**src/rtl/manager_pkg.sv**
```systemverilog
// rtl/manager_pkg.sv - shared state encoding, frame constants and checksum helper for the manager FSMs
package manager_pkg;

    // State encoding shared with the receive-side FSM
    localparam logic [2:0] ST_IDLE = 3'd0;
    localparam logic [2:0] ST_SEND = 3'd1;
    localparam logic [2:0] ST_WAIT = 3'd2;
    localparam logic [2:0] ST_GAP  = 3'd3;
    localparam logic [2:0] ST_DONE = 3'd4;
    localparam logic [2:0] ST_ERR  = 3'd5;

    typedef enum logic [2:0] {
        S_IDLE = ST_IDLE,
        S_SEND = ST_SEND,
        S_WAIT = ST_WAIT,
        S_GAP  = ST_GAP,
        S_DONE = ST_DONE,
        S_ERR  = ST_ERR
    } tx_state_e;

    // Bytes in a frame without the checksum: cmd, addr, data
    localparam int FRAME_LEN_BASE = 3;

    // Command codes understood by the host protocol
    localparam logic [7:0] CMD_NOP    = 8'h00;
    localparam logic [7:0] CMD_READ   = 8'h01;
    localparam logic [7:0] CMD_WRITE  = 8'h02;
    localparam logic [7:0] CMD_STATUS = 8'h03;

    // Frame checksum: XOR of the three payload bytes
    function automatic logic [7:0] frame_xor(input logic [7:0] cmd,
                                             input logic [7:0] addr,
                                             input logic [7:0] data);
        return cmd ^ addr ^ data;
    endfunction

endpackage

```
**src/rtl/manager_tx_timer.sv**
```systemverilog
// rtl/manager_tx_timer.sv - saturating cycle counter with clear, increment and match flag
module manager_tx_timer #(
    parameter int CNT_W = 26
) (
    input  logic             clk,
    input  logic             rst,
    input  logic             clr,
    input  logic             inc,
    input  logic [CNT_W-1:0] match_val,
    output logic             match
);

    logic [CNT_W-1:0] cnt_q;
    logic [CNT_W-1:0] cnt_d;

    // Clear has priority; increment stops at all-ones instead of wrapping
    always_comb begin
        cnt_d = cnt_q;
        if (clr) begin
            cnt_d = '0;
        end else if (inc && (cnt_q != '1)) begin
            cnt_d = cnt_q + 1'b1;
        end
    end

    // Counter register
    always_ff @(posedge clk) begin
        if (rst) begin
            cnt_q <= '0;
        end else begin
            cnt_q <= cnt_d;
        end
    end

    assign match = (cnt_q == match_val);

endmodule

```
**src/rtl/manager_tx_fsm.sv**
```systemverilog
// rtl/manager_tx_fsm.sv - serialises {cmd, addr, data[, chk]} into the UART TX; MANAGER_TX_CHECKSUM_EN adds the checksum byte
module manager_tx_fsm
    import manager_pkg::*;
#(
    parameter int GAP_CYCLES     = 16,
    parameter int TIMEOUT_CYCLES = 50000000,
    parameter int CNT_W          = 26
) (
    input  logic       CLK_50MHZ,
    input  logic       RST,
    input  logic       tx_trg,
    input  logic [7:0] cmd_tx,
    input  logic [7:0] addr_tx,
    input  logic [7:0] data_tx,
    output logic       tx_busy,
    output logic       tx_done,
    output logic       tx_err,
    output logic [7:0] RS_DATAIN,
    output logic       RS_TRG,
    input  logic       RS_DONE
);

`ifdef MANAGER_TX_CHECKSUM_EN
    localparam int IDX_W    = 3;
    localparam int LAST_IDX = FRAME_LEN_BASE;
`else
    localparam int IDX_W    = 2;
    localparam int LAST_IDX = FRAME_LEN_BASE - 1;
`endif

    localparam logic [IDX_W-1:0] IDX_LAST = IDX_W'(LAST_IDX);
    // Match values are "cycles - 1" because the counter starts at 0 on state entry
    localparam logic [CNT_W-1:0] GAP_LAST = (GAP_CYCLES == 0) ? '0 : CNT_W'(GAP_CYCLES - 1);
    localparam logic [CNT_W-1:0] TO_LAST  = (TIMEOUT_CYCLES == 0) ? '0 : CNT_W'(TIMEOUT_CYCLES - 1);

    tx_state_e        state_q, state_d;
    logic [IDX_W-1:0] idx_q, idx_d;
    logic [7:0]       cmd_q, cmd_d;
    logic [7:0]       addr_q, addr_d;
    logic [7:0]       data_q, data_d;
`ifdef MANAGER_TX_CHECKSUM_EN
    logic [7:0]       chk_q, chk_d;
`endif
    logic             tx_busy_q, tx_busy_d;
    logic             tx_done_q, tx_done_d;
    logic             tx_err_q, tx_err_d;
    logic [7:0]       rs_datain_q, rs_datain_d;
    logic             rs_trg_q, rs_trg_d;
    logic [7:0]       byte_d;

    logic             tmr_clr;
    logic             tmr_inc;
    logic             tmr_match;
    logic [CNT_W-1:0] tmr_val;

    // Next state, byte index and capture registers
    always_comb begin
        state_d = state_q;
        idx_d   = idx_q;
        cmd_d   = cmd_q;
        addr_d  = addr_q;
        data_d  = data_q;
`ifdef MANAGER_TX_CHECKSUM_EN
        chk_d   = chk_q;
`endif
        case (state_q)
            S_IDLE: begin
                if (tx_trg) begin
                    cmd_d   = cmd_tx;
                    addr_d  = addr_tx;
                    data_d  = data_tx;
`ifdef MANAGER_TX_CHECKSUM_EN
                    chk_d   = frame_xor(cmd_tx, addr_tx, data_tx);
`endif
                    idx_d   = '0;
                    state_d = S_SEND;
                end
            end
            S_SEND: state_d = S_WAIT;
            S_WAIT: begin
                // A byte completing on the timeout cycle still counts as sent
                if (RS_DONE) begin
                    if (idx_q == IDX_LAST) begin
                        state_d = S_DONE;
                    end else begin
                        idx_d   = idx_q + 1'b1;
                        state_d = (GAP_CYCLES == 0) ? S_SEND : S_GAP;
                    end
                end else if ((TIMEOUT_CYCLES != 0) && tmr_match) begin
                    state_d = S_ERR;
                end
            end
            S_GAP: begin
                if (tmr_match) begin
                    state_d = S_SEND;
                end
            end
            S_DONE:  state_d = S_IDLE;
            S_ERR:   state_d = S_IDLE;
            default: state_d = S_IDLE;
        endcase
    end

    // Byte selected by the next index, taken from the freshly captured values
    always_comb begin
        byte_d = cmd_d;
        case (idx_d)
            IDX_W'(1): byte_d = addr_d;
            IDX_W'(2): byte_d = data_d;
`ifdef MANAGER_TX_CHECKSUM_EN
            IDX_W'(3): byte_d = chk_d;
`endif
            default:   byte_d = cmd_d;
        endcase
    end

    // Timer is cleared on every state change and only runs in WAIT and GAP
    always_comb begin
        tmr_clr = (state_d != state_q);
        tmr_inc = (state_q == S_WAIT) || (state_q == S_GAP);
        tmr_val = (state_q == S_GAP) ? GAP_LAST : TO_LAST;
    end

    // Registered outputs decoded from the state being entered
    always_comb begin
        tx_busy_d   = (state_d == S_SEND) || (state_d == S_WAIT) || (state_d == S_GAP);
        tx_done_d   = (state_d == S_DONE);
        tx_err_d    = (state_d == S_ERR);
        rs_trg_d    = (state_d == S_SEND);
        rs_datain_d = (state_d == S_SEND) ? byte_d : rs_datain_q;
    end

    // State, capture and output registers
    always_ff @(posedge CLK_50MHZ) begin
        if (RST) begin
            state_q     <= S_IDLE;
            idx_q       <= '0;
            cmd_q       <= 8'h00;
            addr_q      <= 8'h00;
            data_q      <= 8'h00;
`ifdef MANAGER_TX_CHECKSUM_EN
            chk_q       <= 8'h00;
`endif
            tx_busy_q   <= 1'b0;
            tx_done_q   <= 1'b0;
            tx_err_q    <= 1'b0;
            rs_datain_q <= 8'h00;
            rs_trg_q    <= 1'b0;
        end else begin
            state_q     <= state_d;
            idx_q       <= idx_d;
            cmd_q       <= cmd_d;
            addr_q      <= addr_d;
            data_q      <= data_d;
`ifdef MANAGER_TX_CHECKSUM_EN
            chk_q       <= chk_d;
`endif
            tx_busy_q   <= tx_busy_d;
            tx_done_q   <= tx_done_d;
            tx_err_q    <= tx_err_d;
            rs_datain_q <= rs_datain_d;
            rs_trg_q    <= rs_trg_d;
        end
    end

    manager_tx_timer #(
        .CNT_W (CNT_W)
    ) u_timer (
        .clk       (CLK_50MHZ),
        .rst       (RST),
        .clr       (tmr_clr),
        .inc       (tmr_inc),
        .match_val (tmr_val),
        .match     (tmr_match)
    );

    assign tx_busy   = tx_busy_q;
    assign tx_done   = tx_done_q;
    assign tx_err    = tx_err_q;
    assign RS_DATAIN = rs_datain_q;
    assign RS_TRG    = rs_trg_q;

endmodule

```
**config.mk**
```make
export PLATFORM = sky130hd
export DESIGN_NAME = manager_tx_fsm
export DESIGN_NICKNAME = d
export VERILOG_FILES = /design/src/rtl/manager_pkg.sv /design/src/rtl/manager_tx_timer.sv /design/src/rtl/manager_tx_fsm.sv
export SDC_FILE = /design/constraint.sdc
export NUM_CORES = 1
export LEC_CHECK = 0
export ABC_AREA = 1
export CAP_MARGIN = 20
export CORE_UTILIZATION = 55
export DETAILED_ROUTE_END_ITERATION = 7
export PLACE_DENSITY = 0.75
export SYNTH_ARGS = -nofsm -noshare
export SYNTH_HDL_FRONTEND = slang
export SYNTH_SLANG_ARGS = --single-unit
export TNS_END_PERCENT = 30
```
**constraint.sdc**
```tcl
create_clock -name CLK_50MHZ -period 2.9 [get_ports CLK_50MHZ]
set_clock_uncertainty 0.1 [all_clocks]
set_input_delay 0.29 -clock CLK_50MHZ [delete_from_list [all_inputs] [get_ports CLK_50MHZ]]
set_output_delay 0.29 -clock CLK_50MHZ [all_outputs]
set_load 0.005 [all_outputs]
```
==> out/results.tsv <==
metric	value	unit
grt_pass1_wl	12900	µm
numCtsBuffers	9	
areaGrowthSynthToFinish	16.1	%
grt_pass1_vias	2862	
grt_max_degree	33	
grt_antenna_before_repair	0	
gr-max-usage-layer	met2	
gp_congestion	0.894	
cts_hold_buf	0	
synth_seq_cells	67	
clk_latency	0.35	ns
drive_above_1_share	16.0	%
die_w	83.0	µm
final_cell_mix	71 x nand2_1, 69 x nor2_1, 67 x dfxtp_1, 52 x inv_1, 39 x clkdlybuf4s50_1	
start_util	56.8	%
grt_use_met2	39.3	%
hpwlAfterDp	5420	µm
status	finished clean	
startpoint	state_q[0]$_SDFF_PP0_	
worst-path-max-fanout	16	
final_common_cell	nand2_1	
max_freq	0.412	GHz
coreArea	6350	µm²
via_per_inst	5.15	
rrSetupSlack	0.48	ns
netSwitchingPower	0.622	mW
synth_cell_types	36	
clockRootBuffer	clkbuf_8	
worstHoldPathType	reg2reg	
post-route-period-util	83.6	%
hold_start	cmd_q[2]$_SDFF_PP0_	
grt_overflow	0	
rsz0062_at_grt	false	
cts_tree	yes	
worstSetupPathType	reg2reg	
maxSlewHeadroom	63.4	%
ys.warnings.count	0	
worst_ir_drop_vdd	0.372	mV
hold_viol	0	
synth_cells	461	
clk_pin_slew	0.08	ns
track_usage	23.3	%
final_antenna_net_count	0	
grt_use_met3	6.06	%
synthArstFlopShare	0	%
n_antenna_cell	0	
wirelength	7490	µm
switching_share	30.2	%
post-route-drc-count	0	
finalSetupViolCount	0	
cts-htree-levels	3	
vias	2997	
dieArea	6880	µm²
seq_power_share	48.2	%
drtPass1Iterations	4	
pwr-share-clk	33.9	%
die_h	83.0	µm
start_kind	flip-flop	
p_int	1.44	mW
global_route.usage.met1	28.5	%
io_pins	40	
fin_crit	2.42	ns
syn_nets	494	
dr.first_iter.drc_count	109	
p_leak	1.66	nW
detail_route.wl_per_cell	12.9	µm
maxCapViolations	0	
num_rows	29	
synth.cell_area	3600	µm²
drv_slew	0	
p_comb_share	18.0	%
clock_sinks	67	
portBuffers	39	
tns	0	ns
hold_slack	0.398	ns
synth-main-ff-cell	dfxtp_1	
ctsLongestPathBuffers	2	
arrival	2.58	ns
end_kind	flip-flop	
ys_seq_area_share	37.2	%
post_cts_buffers	0	
nets	533	
power_density	492	nW/µm²
ctsResizeCount	0	
timing.rr.start	state_q[0]$_SDFF_PP0_	
worst_pin_slew	0.548	ns
synth-edff-count	0	
cp.required	3.05	ns
synth.avg_cell_area	7.82	µm²
[worst max-delay path: stages (launching register included)]
cell and delay, ns:
dfxtp_1 0.39, nor2_1 0.28, inv_2 0.10, nor2_4 0.16, nand2_1 0.07, nand2_1 0.08
inv_1 0.06, ha_1 0.28, inv_1 0.33, nor2_1 0.09, a21oi_1 0.17, nand2_1 0.08
nand2_1 0.09, nor2_2 0.04
[cell families after synthesis]
logic type                 synth area share (%)
and+or+nand+nor                            35.3
buffers and inverters                      8.89
DFF                                        37.2
AOI/OAI and AO/OA                          4.17
xor gates and xnor gates                   6.07
muxes                                      6.66
adders and majority gates                  1.74
[cells in the mapped netlist, types with 3 or more instances]
library cell  number  share of area, %
a21oi_1           12               1.7
buf_2              4              0.56
buf_6              4               1.2
clkbuf_1           4              0.42
dfxtp_1           67                37
ha_1               5               1.7
inv_1             52               5.4
mux2i_1           24               6.7
nand2_1           71               7.4
nand2_2           10               1.7
nand2_4            3              0.94
nand3_1           16               2.2
nand4_1            4              0.69
nor2_1            69               7.2
nor2_2            16               2.8
nor3_1            22               3.1
nor3_2            20               5.6
nor4_1             3              0.52
o21ai_0            4              0.56
o22ai_1            8               1.4
xnor2_1            3              0.73
xor2_1            22               5.3
[state kept, by name, summed over array words and instances (netlist names)]
register       count
u_timer.cnt_q     26
RS_DATAIN          8
addr_q             8
cmd_q              8
data_q             8
state_q            3
idx_q              2
RS_TRG             1
tx_busy            1
tx_done            1
tx_err             1
[layout make-up]
class	count	area (µm²)
clock buffers	9	124
flip-flops and latches	67	1340
inverters	57	216
well taps	77	96.3
clock inverters	7	52.6
multi-input cells	323	1940
fillers	559	2160
repair buffers	42	413
[through the flow]
step | instance area, µm² | worst slack, ns | power (mW) | instances | utilization [%]
6_report | 4190 | 0.475 | 2.06 | 582 | 65.9
3_3_place_gp | 4010 | 0.393 | 1.38 | 566 | 63.2
4_1_cts | 4190 | 0.480 | 2.08 | 582 | 65.9
2_1_floorplan | 3600 | 0.695 | 1.29 | 461 | -
3_5_place_dp | 4010 | 0.326 | 1.38 | 566 | 63.2
5_1_grt | 4190 | 0.207 | 2.16 | 582 | 65.9
[final timing paths]
kind / endpoint / depth (start not counted)
setup reg to reg: RS_DATAIN[1]$_SDFFE_PP0P_ / 13
setup / recovery: RS_DATAIN[1]$_SDFFE_PP0P_ / 13
hold / removal: cmd_q[2]$_SDFF_PP0_ / 2
hold reg to reg: cmd_q[2]$_SDFF_PP0_ / 2
[layer usage]
layer  part of all wire (%)  vias up  wire length (µm)
li1                       -     1554                 -
met1                     45     1366              3350
met2                     49       67              3680
met3                    4.4       10               332
met4                    1.7        0               129
met5                      0        -                 0
[power groups by stage]
| stage | logic, mW | registers [mW] | clock network (mW) |
|---|---|---|---|
| 6_report | 0.370 | 0.992 | 0.698 |
| 5_1_grt | 0.411 | 0.997 | 0.757 |
| 4_1_cts | 0.372 | 0.992 | 0.719 |
| 3_5_place_dp | 0.371 | 1.01 | 0 |
| 3_3_place_gp | 0.367 | 1.01 | 0 |
| 2_1_floorplan | 0.275 | 1.01 | 0 |
Power figures use the tool's default switching activity.
